$ cat src/rtl/child_genome_assembler.sv
// child_genome_assembler
//   Turns the 2-bit crossover select stream into child genome writes.
//   Code 10 copies gene[idx] from parent 1, 11 copies it from parent 2.
//   Code 00 does nothing, and code 01 ends the stream and reports the child size.
//   Parent reads are issued in the accept cycle. The child write follows one cycle later.
//   Optional feature macro: CROSSOVER_CNT_EN enables the per-parent gene counters
//   p1_cnt and p2_cnt. When it is undefined, both outputs read as zero.
module child_genome_assembler #(
  parameter int GENE_W = 32,
  parameter int ADDR_W = 8
) (
  input  logic              clk,
  input  logic              rst,
  input  logic              start,
  input  logic [ADDR_W-1:0] genome1_size,
  input  logic [ADDR_W-1:0] genome2_size,
  input  logic              sel_valid,
  input  logic [1:0]        sel,
  output logic              sel_ready,
  output logic              p1_rd_en,
  output logic [ADDR_W-1:0] p1_addr,
  input  logic [GENE_W-1:0] p1_data,
  output logic              p2_rd_en,
  output logic [ADDR_W-1:0] p2_addr,
  input  logic [GENE_W-1:0] p2_data,
  output logic              child_we,
  output logic [ADDR_W-1:0] child_addr,
  output logic [GENE_W-1:0] child_data,
  output logic              busy,
  output logic              done,
  output logic [ADDR_W-1:0] child_size,
  output logic              err,
  output logic [ADDR_W-1:0] p1_cnt,
  output logic [ADDR_W-1:0] p2_cnt
);

  typedef enum logic [1:0] {
    IDLE  = 2'd0,
    RUN   = 2'd1,
    DRAIN = 2'd2,
    DONE  = 2'd3
  } state_t;

  state_t            state_r;
  logic              sel_ready_r;
  logic              busy_r;
  logic              done_r;
  logic              err_r;
  logic              child_we_r;
  logic              pend_src_r;   // 0: parent 1, 1: parent 2
  logic              pend_zero_r;  // out-of-range gene, write zeros
  logic [ADDR_W-1:0] idx_r;
  logic [ADDR_W-1:0] g1_size_r;
  logic [ADDR_W-1:0] g2_size_r;
  logic [ADDR_W-1:0] child_addr_r;
  logic [ADDR_W-1:0] child_size_r;

  logic              accept_s;
  logic              take_s;
  logic              src_s;
  logic              ovf_s;
  logic              oor_s;
  logic              rd_s;
  logic [GENE_W-1:0] child_data_s;

  // Decode the accepted select code into take, overflow, out-of-range and read qualifiers.
  always_comb begin
    accept_s = rst & sel_valid & sel_ready_r;
    take_s   = accept_s & sel[1];
    src_s    = sel[0];
    ovf_s    = take_s & (idx_r == {ADDR_W{1'b1}});
    oor_s    = 1'b0;
    if (take_s && !ovf_s) begin
      if (src_s) begin
        oor_s = (idx_r >= g2_size_r);
      end else begin
        oor_s = (idx_r >= g1_size_r);
      end
    end else begin
      oor_s = 1'b0;
    end
    rd_s = take_s & ~ovf_s & ~oor_s;
  end

  assign p1_rd_en = rd_s & ~src_s;
  assign p2_rd_en = rd_s & src_s;
  assign p1_addr  = (rd_s & ~src_s) ? idx_r : {ADDR_W{1'b0}};
  assign p2_addr  = (rd_s & src_s) ? idx_r : {ADDR_W{1'b0}};

  // Select the returning parent word for the pending write, or zeros for out-of-range genes.
  always_comb begin
    child_data_s = {GENE_W{1'b0}};
    if (child_we_r && !pend_zero_r) begin
      if (pend_src_r) begin
        child_data_s = p2_data;
      end else begin
        child_data_s = p1_data;
      end
    end else begin
      child_data_s = {GENE_W{1'b0}};
    end
  end

  assign child_data = child_data_s;
  assign child_we   = child_we_r;
  assign child_addr = child_addr_r;
  assign sel_ready  = sel_ready_r;
  assign busy       = busy_r;
  assign done       = done_r;
  assign err        = err_r;
  assign child_size = child_size_r;

  // Control FSM, gene index, write pipeline stage and registered status outputs.
  always_ff @(posedge clk) begin
    if (!rst) begin
      state_r      <= IDLE;
      sel_ready_r  <= 1'b0;
      busy_r       <= 1'b0;
      done_r       <= 1'b0;
      err_r        <= 1'b0;
      child_we_r   <= 1'b0;
      pend_src_r   <= 1'b0;
      pend_zero_r  <= 1'b0;
      idx_r        <= {ADDR_W{1'b0}};
      g1_size_r    <= {ADDR_W{1'b0}};
      g2_size_r    <= {ADDR_W{1'b0}};
      child_addr_r <= {ADDR_W{1'b0}};
      child_size_r <= {ADDR_W{1'b0}};
    end else begin
      // The write stage fires for every accepted take code that is not dropped by overflow.
      child_we_r   <= take_s & ~ovf_s;
      child_addr_r <= (take_s & ~ovf_s) ? idx_r : {ADDR_W{1'b0}};
      pend_src_r   <= src_s;
      pend_zero_r  <= oor_s;
      case (state_r)
        IDLE: begin
          done_r <= 1'b0;
          if (start) begin
            state_r     <= RUN;
            sel_ready_r <= 1'b1;
            busy_r      <= 1'b1;
            err_r       <= 1'b0;
            idx_r       <= {ADDR_W{1'b0}};
            g1_size_r   <= genome1_size;
            g2_size_r   <= genome2_size;
          end else begin
            state_r <= IDLE;
          end
        end
        RUN: begin
          if (accept_s) begin
            case (sel)
              2'b10, 2'b11: begin
                if (ovf_s) begin
                  err_r <= 1'b1;
                end else begin
                  idx_r <= idx_r + ADDR_W'(1);
                  if (oor_s) begin
                    err_r <= 1'b1;
                  end else begin
                    err_r <= err_r;
                  end
                end
              end
              2'b01: begin
                state_r     <= DRAIN;
                sel_ready_r <= 1'b0;
              end
              default: begin
                idx_r <= idx_r;
              end
            endcase
          end else begin
            state_r <= RUN;
          end
        end
        DRAIN: begin
          state_r      <= DONE;
          done_r       <= 1'b1;
          child_size_r <= idx_r;
        end
        DONE: begin
          state_r <= IDLE;
          done_r  <= 1'b0;
          busy_r  <= 1'b0;
        end
        default: begin
          state_r     <= IDLE;
          sel_ready_r <= 1'b0;
          busy_r      <= 1'b0;
          done_r      <= 1'b0;
        end
      endcase
    end
  end

`ifdef CROSSOVER_CNT_EN
  logic [ADDR_W-1:0] p1_cnt_r;
  logic [ADDR_W-1:0] p2_cnt_r;

  // Count the genes actually copied from each parent. The counts clear on start and hold afterwards.
  always_ff @(posedge clk) begin
    if (!rst) begin
      p1_cnt_r <= {ADDR_W{1'b0}};
      p2_cnt_r <= {ADDR_W{1'b0}};
    end else if (state_r == IDLE && start) begin
      p1_cnt_r <= {ADDR_W{1'b0}};
      p2_cnt_r <= {ADDR_W{1'b0}};
    end else if (rd_s) begin
      if (src_s) begin
        p2_cnt_r <= p2_cnt_r + ADDR_W'(1);
      end else begin
        p1_cnt_r <= p1_cnt_r + ADDR_W'(1);
      end
    end else begin
      p1_cnt_r <= p1_cnt_r;
      p2_cnt_r <= p2_cnt_r;
    end
  end

  assign p1_cnt = p1_cnt_r;
  assign p2_cnt = p2_cnt_r;
`else
  assign p1_cnt = {ADDR_W{1'b0}};
  assign p2_cnt = {ADDR_W{1'b0}};
`endif

endmodule

$ cat config.mk
export PLATFORM = sky130hd
export DESIGN_NAME = child_genome_assembler
export DESIGN_NICKNAME = d
export VERILOG_FILES = /design/src/rtl/child_genome_assembler.sv
export SDC_FILE = /design/constraint.sdc
export NUM_CORES = 1
export LEC_CHECK = 0
export CAP_MARGIN = 0
export CORE_MARGIN = 3
export CORE_UTILIZATION = 40
export DETAILED_ROUTE_END_ITERATION = 10
export PLACE_DENSITY = 0.82
export SLEW_MARGIN = 20
export SYNTH_ARGS = -nofsm -noshare
export SYNTH_HDL_FRONTEND = slang
export SYNTH_SLANG_ARGS = --single-unit
$ cat constraint.sdc
create_clock -name clk -period 3 [get_ports clk]
set_input_delay 0.6 -clock clk [delete_from_list [all_inputs] [get_ports clk]]
set_output_delay 0.6 -clock clk [all_outputs]
set_load 0.1 [all_outputs]
Word level (Yosys, flattened, before mapping)
Cells that the tools add are included.
{"block": "classes", "muxes": 27, "order_cmp": 2, "n_addsub": 1, "reduce_logical": 16, "n_eq_ne": 14, "n_bitwise": 11}
{"op": "32-bit two-way mux", "count": 2}
{"op": "8-bit two-way mux", "count": 6}
{"op": "8-bit >= comparator", "count": 2}
{"op": "8-bit case mux with 2 select lines", "count": 1}
{"op": "1-bit two-way mux", "count": 11}
{"op": "5-bit AND reduction", "count": 2}
{"op": "8-bit by 1-bit adder with 8-bit output (second input constant)", "count": 1}
{"op": "1-bit bitwise AND", "count": 8}
{"op": "2-bit == test (second input constant)", "count": 4}
{"op": "8-bit == test (second input constant)", "count": 1}
{"op": "1-bit case mux with 2 select lines", "count": 4}
{"op": "2-bit case mux with 4 select lines", "count": 1}
{"op": "2-bit inequality test (second input constant)", "count": 3}
{"op": "2-bit AND reduction", "count": 3}
{"op": "2-bit nonzero test", "count": 3}
{"op": "2-bit by 1-bit == test with 1-bit output (second input constant)", "count": 2}
{"op": "2-bit two-way mux", "count": 2}
{"op": "2-bit by 1-bit inequality test with 1-bit output (second input constant)", "count": 2}
{"op": "4-bit AND reduction", "count": 1}
{"op": "2-bit OR reduction", "count": 2}
{"op": "3-bit by 2-bit inequality test with 1-bit output (second input constant)", "count": 1}
{"op": "3-bit inequality test (second input constant)", "count": 1}
{"op": "1-bit NOT", "count": 3}
{"op": "1-bit logical AND", "count": 2}
{"op": "2 further kinds", "count": 3}
{"block": "totals", "input_bits": 86, "word_cells": 84, "out_inout_bits": 87, "reg_bits": 49}

Depth between registers and ports, before layout
Gate-level depths: netlist (run 1).
{"block": "logic_depth", "ltp_word": 12, "ltp_mapped": 8, "mapped_depth_nobuf": 6}

Worst setup path after synthesis (run 1)
No wires, ideal clock.
{"block": "synth_timing", "path_type": "register to output", "start": "register sel_ready_r (netlist: sel_ready)", "end": "output port p1_addr[0]", "t_arrival_ns": 6.330, "n_path_buf": 1, "setup_slack_ns": -3.930, "stages_incl_launch_ff": 5, "t_required_ns": 2.400, "cell_sequence": "dfxtp_1 > and4_4 > o21ai_4 > buf_4 > a2111oi_0"}
{"block": "synth_between", "elab_chain_len": 10, "elab_cells_between_ends": 12, "classes_between": "mux: 2; bitwise: 8; reduce/logical: 2"}
{"element": "start: declaration", "line": "45", "rtl": "logic sel_ready_r;"}
{"element": "start signal: assignment", "line": "117", "rtl": "sel_ready_r <= 1'b0;"}
{"element": "start signal: assignment", "line": "140", "rtl": "sel_ready_r <= 1'b1;"}
{"element": "start signal: assignment", "line": "167", "rtl": "sel_ready_r <= 1'b0;"}
{"element": "1-bit bitwise AND *", "line": "68", "rtl": "accept_s = rst & sel_valid & sel_ready_r;"}
{"element": "1-bit bitwise AND *", "line": "69", "rtl": "take_s = accept_s & sel[1];"}
{"element": "1-bit bitwise AND", "line": "71", "rtl": "ovf_s = take_s & (idx_r == {ADDR_W{1'b1}});"}
{"element": "1-bit logical NOT", "line": "73", "rtl": "if (take_s && !ovf_s) begin"}
{"element": "1-bit logical AND", "line": "73"}
{"element": "1-bit two-way mux", "line": "73"}
{"element": "1-bit NOT", "line": "82", "rtl": "rd_s = take_s & ~ovf_s & ~oor_s;"}
{"element": "1-bit bitwise AND *", "line": "82"}
{"element": "1-bit bitwise AND *", "line": "87", "rtl": "assign p1_addr = (rd_s & ~src_s) ? idx_r : {ADDR_W{1'b0}};"}
{"element": "8-bit two-way mux *", "line": "87"}
{"element": "end: declaration", "line": "21", "rtl": "output logic [ADDR_W-1:0] p1_addr,"}
Every way passes the cells marked *; elsewhere a longest branch is shown, timed or not.

Worst setup path in the final report (run 1)
{"block": "layout_timing", "start": "register idx_r[6]", "end": "output port p2_addr[2]"}
{"block": "layout_between", "elab_chain_len": 9, "elab_cells_between_ends": 14, "classes_between": "order compare: 2; eq/ne: 1; mux: 3; bitwise: 6; reduce/logical: 2"}
{"element": "start: declaration", "line": "52", "rtl": "logic [ADDR_W-1:0] idx_r;"}
{"element": "start signal: assignment", "line": "124", "rtl": "idx_r <= {ADDR_W{1'b0}};"}
{"element": "start signal: assignment", "line": "143", "rtl": "idx_r <= {ADDR_W{1'b0}};"}
{"element": "start signal: assignment", "line": "157", "rtl": "idx_r <= idx_r + ADDR_W'(1);"}
{"element": "parallel branches: the longest is 6 deep, another holds 8-bit >= comparator"}
{"element": "1-bit bitwise AND *", "line": "82"}
{"element": "1-bit bitwise AND *", "line": "88", "rtl": "assign p2_addr = (rd_s & src_s) ? idx_r : {ADDR_W{1'b0}};"}
{"element": "8-bit two-way mux *", "line": "88"}
{"element": "end: declaration", "line": "24", "rtl": "output logic [ADDR_W-1:0] p2_addr,"}
Every way passes the cells marked *.

==> results of run 1 <==
[worst reg2reg max path, stage by stage (launching register included)]
cell,delay [ns]
dfxtp_1,0.36
inv_1,0.13
ha_1,0.61
mux2_4,0.33
nand2_1,0.19
a2111oi_4,0.39
mux2i_1,0.21
[layer usage]
| metal | share of wire [%] | wire (µm) | global-route usage [%] |
|---|---|---|---|
| met5 | 0 | 0 | 0 |
| met2 | 55 | 7070 | 50.9 |
| met1 | 35 | 4540 | 27.3 |
| met3 | 7.6 | 973 | 5.58 |
| met4 | 2.3 | 294 | 9.35 |
[what timing repair did]
item / CTS / global route
pin swaps: 9 / 18
endpoints found under the setup margin: 15 / 18
buffers inserted: 13 / 6
hold buffers: 0 / 0
cloned: 2 / 0
resized for setup: 13 / 10
[sequential cells by signal, indices dropped and copies added, names as in the netlist, named ones only]
register and cells:
sel_ready 1, state_r 1, err 1, g1_size_r 8, child_we 1, g2_size_r 8
idx_r 8, busy 1, pend_src_r 1, child_size 8, done 1, pend_zero_r 1
child_addr 8
[report_power, final]
group          leakage (nW)  switching, mW  internal, mW
Sequential            0.404         0.0216         0.668
Combinational          1.81          0.413         0.282
Clock                0.0552          0.242         0.248
[layout make-up]
type / instances / area [µm²]
fill: 507 / 1700
tap: 102 / 128
timing repair buffer: 194 / 2390
clock buffer: 6 / 72.6
inverter: 27 / 114
clock inverter: 2 / 35.0
antenna: 1 / 2.50
sequential: 49 / 1000
multi-input combinational: 287 / 2400
[worst paths after layout]
| check | from | endpoint | cells past startpoint |
|---|---|---|---|
| worst max-delay path | idx_r[6] | p2_addr[2] | 7 |
| worst max register to register | flip-flop | idx_r[7] | 6 |
| worst min-delay path | g2_size_r[1] | g2_size_r[1] | 2 |
| worst min register to register | g2_size_r[1] | g2_size_r[1] | 2 |
[per-stage QoR]
stage | setup TNS, ns | hold WS [ns]
global route | -1.44 | 0.483
global placement | -0.0566 | 0.448
floorplan | -12.01 | 0.436
CTS | -0.0154 | 0.463
detailed placement | -1.08 | 0.450
finish | -0.406 | 0.463
[cell families after synthesis]
| kind of cell | Yosys count | share of synthesized area, % |
|---|---|---|
| flip-flops | 49 | 30.0 |
| buffers and inverters | 67 | 10.5 |
| multiplexers | 48 | 14.8 |
| AND/OR/NAND/NOR | 131 | 17.1 |
| other | 1 | 0.115 |
| AO/OA/AOI/OAI | 70 | 19.0 |
| adder cells (fa/ha/maj) | 22 | 8.42 |
[placed cells by master (no fill, tap or decap), types with 4 or more instances in the layout]
cell              n
conb_1           16
a21oi_1          22
nor2_1           57
a2111oi_4        18
ha_1             15
dfxtp_1          40
nand2_1          49
clkdlybuf4s50_1  84
o21a_1            4
inv_1            25
nand3_1           6
buf_12           54
ha_4              7
dfxtp_4           5
dfxtp_2           4
mux2i_1          47
buf_4            51
a211oi_4          4
clkbuf_8          5
==> flow_summary.toml, run 1 <==
[run_status]
status = "finished with violations"
violations = "negative setup slack"

[cts]
clkTransAtPathRegs_ns = 0.10
clkLatencyLatePin_ns = 0.32
ctsRootBufferMaster = "clkbuf_8"
cts_buffers = 5
clk_path_buf_depth = 2
cts_tree = "built"
h-tree-depth = 2
cts.sinks = 49

[synthesis]
avgSynthCellArea_um2 = 8.43
synth_area_leaders = "dfxtp_1 (30%), mux2i_1 (14%), ha_1 (8.4%)"
yosys_warnings = 0
synth_common_cells = "nor2_1 (57), dfxtp_1 (49), nand2_1 (49)"
seq_area_frac_synth_pct = 30.0
yosysUniqueCellTypes = 46
synth_seq_cells = 49
yosysTopAreaCell = "dfxtp_1"
synthCells = 388
synthArstFlopShare_pct = 0
post-synth-top-count-cell = "nor2_1"
synth_area_um2 = 3270
synth_top_flop_cell = "dfxtp_1"
synth-edff-count = 0
synth_top_cell_area_share_pct = 30.0

[route]
wl_per_cell_um = 19.3
vias = 3526
vias_per_cell = 5.28
ant_nets = 0
dr.pass1.iters = 4
drt_iter0_drc = 100
routed_wl_um = 12900
route.detailed.drc = 0

[floorplan]
fp.dieW_um = 96.4
design.core.area_um2 = 7850
ios = 173
die_h_um = 96.4
start_util_pct = 41.7
die_area_um2 = 9290
rows = 32

[critical_path]
crit_chain = "ha_4 > a21o_1 > a211oi_4 > o21ai_4 > buf_12 > a2111oi_4 > buf_12"
startpoint_type = "flip-flop"
cp_top_family = "compound AO/OA/AOI/OAI gates"
cpPeakStageDelay_ns = 0.45
cp_common_cell = "buf_12"
timing.critical_path.buf_inv = 2
worstSetupPathType = "reg -> out"
cp_max_fo = 8
worstPathRequired_ns = 2.40
slowest_stage = "a2111oi_4"
cp.arrival_ns = 2.48
r2r_setup_slack_ns = 0.71
cp-end-kind = "output port"

[global_routing]
grt_usage_pct = 26.2
grt_pass1_vias = 3563
grt_pass1_wl_um = 18700
grt_max_degree = 33
overflow = 0
antenna_found_initial = 0

[place]
gp_routability_congestion = 0.906
place_ws_ns = -0.101
dpl_cell_area_um2 = 5730
dp.cells = 638
portBuffers = 156
dpl.hpwl_um = 9380

[cells_and_area]
final_area_um2 = 6150
syn_to_final_growth_pct = 88.1
fin_nets = 672
utilization_pct = 78.3
drive_gt1_share_pct = 29.2
instances_no_fill = 668

[sta]
tightestPinTransition_ns = 0.671
finalCriticalPeriod_ns = 3.08
slew_headroom_pct = 55.2
skew_ns = 0.00814
finalCritPeriodShare_pct = 103
timing.fmax_mhz = 325
slew_violations = 0
rsz0062_at_grt = "true"
setup_viol = 13
fin_ws_ns = -0.0777
hold_viol = 0

[power_and_ir_drop]
leakagePower_nw = 2.26
ir_worst_vdd_mv = 0.288
power_mw = 1.87
powerDensity_nw_per_um2 = 305

[min_path]
hold_path.class = "reg -> reg"

[flow_run]
cap_violations = 0
Note: power is estimated with default switching activity, not from simulation.
==> inputs of run 2 (changes only) <==
- SLEW_MARGIN: 20 -> unset
==> results of run 2 <==
Same layout as run 1: the final DEF is identical, and so are final timing and power.
==> inputs of run 3 (changes only) <==
- ABC_AREA: unset -> 1
- CORE_UTILIZATION: 40 -> 38
==> flow_summary.toml, run 3 <==
[synthesis]
seq_area_frac_synth_pct = 33.4
synth_mux_area_share_pct = 0
synthCells = 447
yosysTopAreaCell = "dfxtp_1"
synth_top_flop_cell = "dfxtp_1"
synth_top_family_by_area = "simple AND/OR/NAND/NOR gates"
synth_fa_ha_area_share_pct = 9.36
synth_area_leaders = "dfxtp_1 (33%), nand2_1 (15%), a21oi_1 (12%)"
synth_compound_area_share_pct = 18.9
synth-simple-area-share_pct = 24.9
yosys_warnings = 0
synth_top_cell_area_share_pct = 33.4
synthArstFlopShare_pct = 0
post-synth-top-count-cell = "nand2_1"
synthXorXnorAreaFrac_pct = 0.596
synth_seq_cells = 49
yosysUniqueCellTypes = 23
synth-edff-count = 0
avgSynthCellArea_um2 = 6.58
synth_common_cells = "nand2_1 (115), a21oi_1 (72), dfxtp_1 (49)"
synth_area_um2 = 2940

[global_routing]
antenna_found_initial = 0
grt_pass1_wl_um = 16000
grt_usage_pct = 22.7
grt_pass1_vias = 3346
grt_max_degree = 33
overflow = 0

[cts]
cts.sinks = 49
h-tree-depth = 2
clk_path_buf_depth = 2
cts_tree = "built"
cts_buffers = 5
clkLatencyLatePin_ns = 0.31
ctsRootBufferMaster = "clkbuf_8"
clkTransAtPathRegs_ns = 0.10
ctsHoldBuffers = 0

[cells_and_area]
instances_no_fill = 701
diodes = 0
drive_gt1_share_pct = 19.6
final_common_cell = "nand2_1"
fin_nets = 709
n_fill_cell = 558
syn_to_final_growth_pct = 79.2
final_cell_mix = "nand2_1 (115), clkdlybuf4s50_1 (85), a21oi_1 (72)"

[power_and_ir_drop]
power.internal_mw = 1.12
ir_worst_vdd_mv = 0.299
p_comb_share_pct = 38.9
pwr-share-seq_pct = 38.9
swShare_pct = 39.8
powerDensity_nw_per_um2 = 353
p_clk_share_pct = 22.1
power_mw = 1.86
leakagePower_nw = 2.24
p_sw_mw = 0.741

[place]
gp_routability_congestion = 0.902
portBuffers = 156
dp.cells = 693
dpl.hpwl_um = 8350

[critical_path]
timing.critical_path.buf_inv = 4
r2r_cells = 7
cpPeakStageDelay_ns = 0.38
reg2reg_from = "state_r[0]"
cp_top_family = "simple AND/OR/NAND/NOR gates"
crit_chain = "inv_1 > ha_1 > inv_1 > nand2_1 > nand2_1 > nand2_1 > nand2_1 > nand2_1 > nand2_1 > nand2_1 > nand2_1 > nand3_2 > buf_12 > nor2_4 > buf_12"
worstSetupPathType = "reg -> out"
startpoint_type = "flip-flop"
crit_start = "idx_r[0]"
r2r_setup_slack_ns = 1.05
cp-end-kind = "output port"
worstPathRequired_ns = 2.40
cp_max_fo = 9
r2r_end = "idx_r[2]"
cp_common_cell = "nand2_1"
slowest_stage = "dfxtp_4"
cp.arrival_ns = 2.24

[sta]
timing.fmax_mhz = 352
slew_headroom_pct = 53.4
finalCritPeriodShare_pct = 94.8
setup_viol = 0
rsz0062_at_grt = "false"
slew_violations = 0
tightestPinTransition_ns = 0.698
finalCriticalPeriod_ns = 2.84
skew_ns = 0.0120
hold_viol = 0

[floorplan]
die_h_um = 94.0
rows = 31
start_util_pct = 39.9
fp.dieW_um = 94.0
ios = 173
design.core.area_um2 = 7370
die_area_um2 = 8830

[route]
routed_wl_um = 10200
wl_per_cell_um = 14.6
vias = 3413
vias_per_cell = 4.87
route.detailed.drc = 0
drt_iter0_drc = 135
ant_nets = 0
dr.pass1.iters = 4

[flow_run]
cap_violations = 0

[min_path]
hold_depth = 2
hold_path_startpoint = "done"
hold_end = "done"
hold_path.class = "reg -> reg"

[run_status]
status = "complete, no violations"
==> run 3: cell count changes after synthesis, sizes merged, moves of 4 or more <==
cell and delta:
mux2i -47, a21oi +51, o21a -4, nand2 +67, inv +24, nand3 +5, nor2 -9, o21ai +28
buf -6, a211oi -6, a2111oi -18
==> run 3: worst max path at each step <==
stage,end,slack [ns],depth (start not counted)
2_1_floorplan,child_data[10],-0.49,3
4_1_cts,p1_addr[0],0.06,15
3_3_place_gp,p1_addr[0],0.17,11
3_5_place_dp,p1_addr[0],0.15,11
5_1_grt,p2_addr[6],0.02,15
6_report,p1_addr[0],0.16,15
==> run 3: stage by stage <==
stage	cell area (µm²)	hold WS (ns)	TNS, ns	utilization, %	worst slack (ns)
3_5_place_dp	5160	0.440	0	70.0	0.147
6_report	5270	0.458	0	71.5	0.156
2_1_floorplan	3120	0.433	-16.04	-	-0.492
5_1_grt	5270	0.485	0	71.5	0.0220
4_1_cts	5260	0.457	0	71.3	0.0643
3_3_place_gp	5160	0.436	0	70.0	0.167
==> run 3: area by class of cell <==
cell class	count	area (µm²)	share of cell area (%)
clock buffers	6	82.6	1.57
multi-input cells	329	1770	33.6
well taps	99	124	2.35
inverters	51	191	3.63
clock inverters	2	13.8	0.261
repair buffers	165	2100	39.9
flip-flops and latches	49	986	18.7
==> run 3: cell families (layout without fill, tap and decap cells) <==
family,Yosys count,in the layout
fa+ha+maj,22,22
simple gates,182,182
flops,49,49
other cells,1,16
xor+xnor,2,2
compound gates,107,107
buf+inv,84,224
==> run 3: timing repair <==
item                                    4_1_cts  5_1_grt
endpoints found under the setup margin        1        9
setup buffers                                 0        0
cloned                                        0        0
resized for setup                             1        3
==> run 3: routing by layer <==
layer  global-route usage, %  share of wire, %  vias up
li1                        -                 -     1709
met1                    23.2                34     1540
met2                    45.2                55      141
met3                    5.37               8.4       23
met4                    6.14               2.1        0
met5                       0                 0        -
==> run 3: tightest hold or removal path: cells and delay by family, from the launching register on <==
family	cells	cell delay, ns
flops	1	0.32
buf+inv	1	0.05
compound gates	1	0.05
==> run 3: power groups by stage <==
stage / registers, mW / clock network [mW] / logic (mW)
finish: 0.725 / 0.412 / 0.725
global route: 0.732 / 0.441 / 0.779
CTS: 0.725 / 0.417 / 0.726
detailed placement: 0.740 / 0 / 0.721
global placement: 0.737 / 0 / 0.705
floorplan: 0.872 / 0 / 0.367
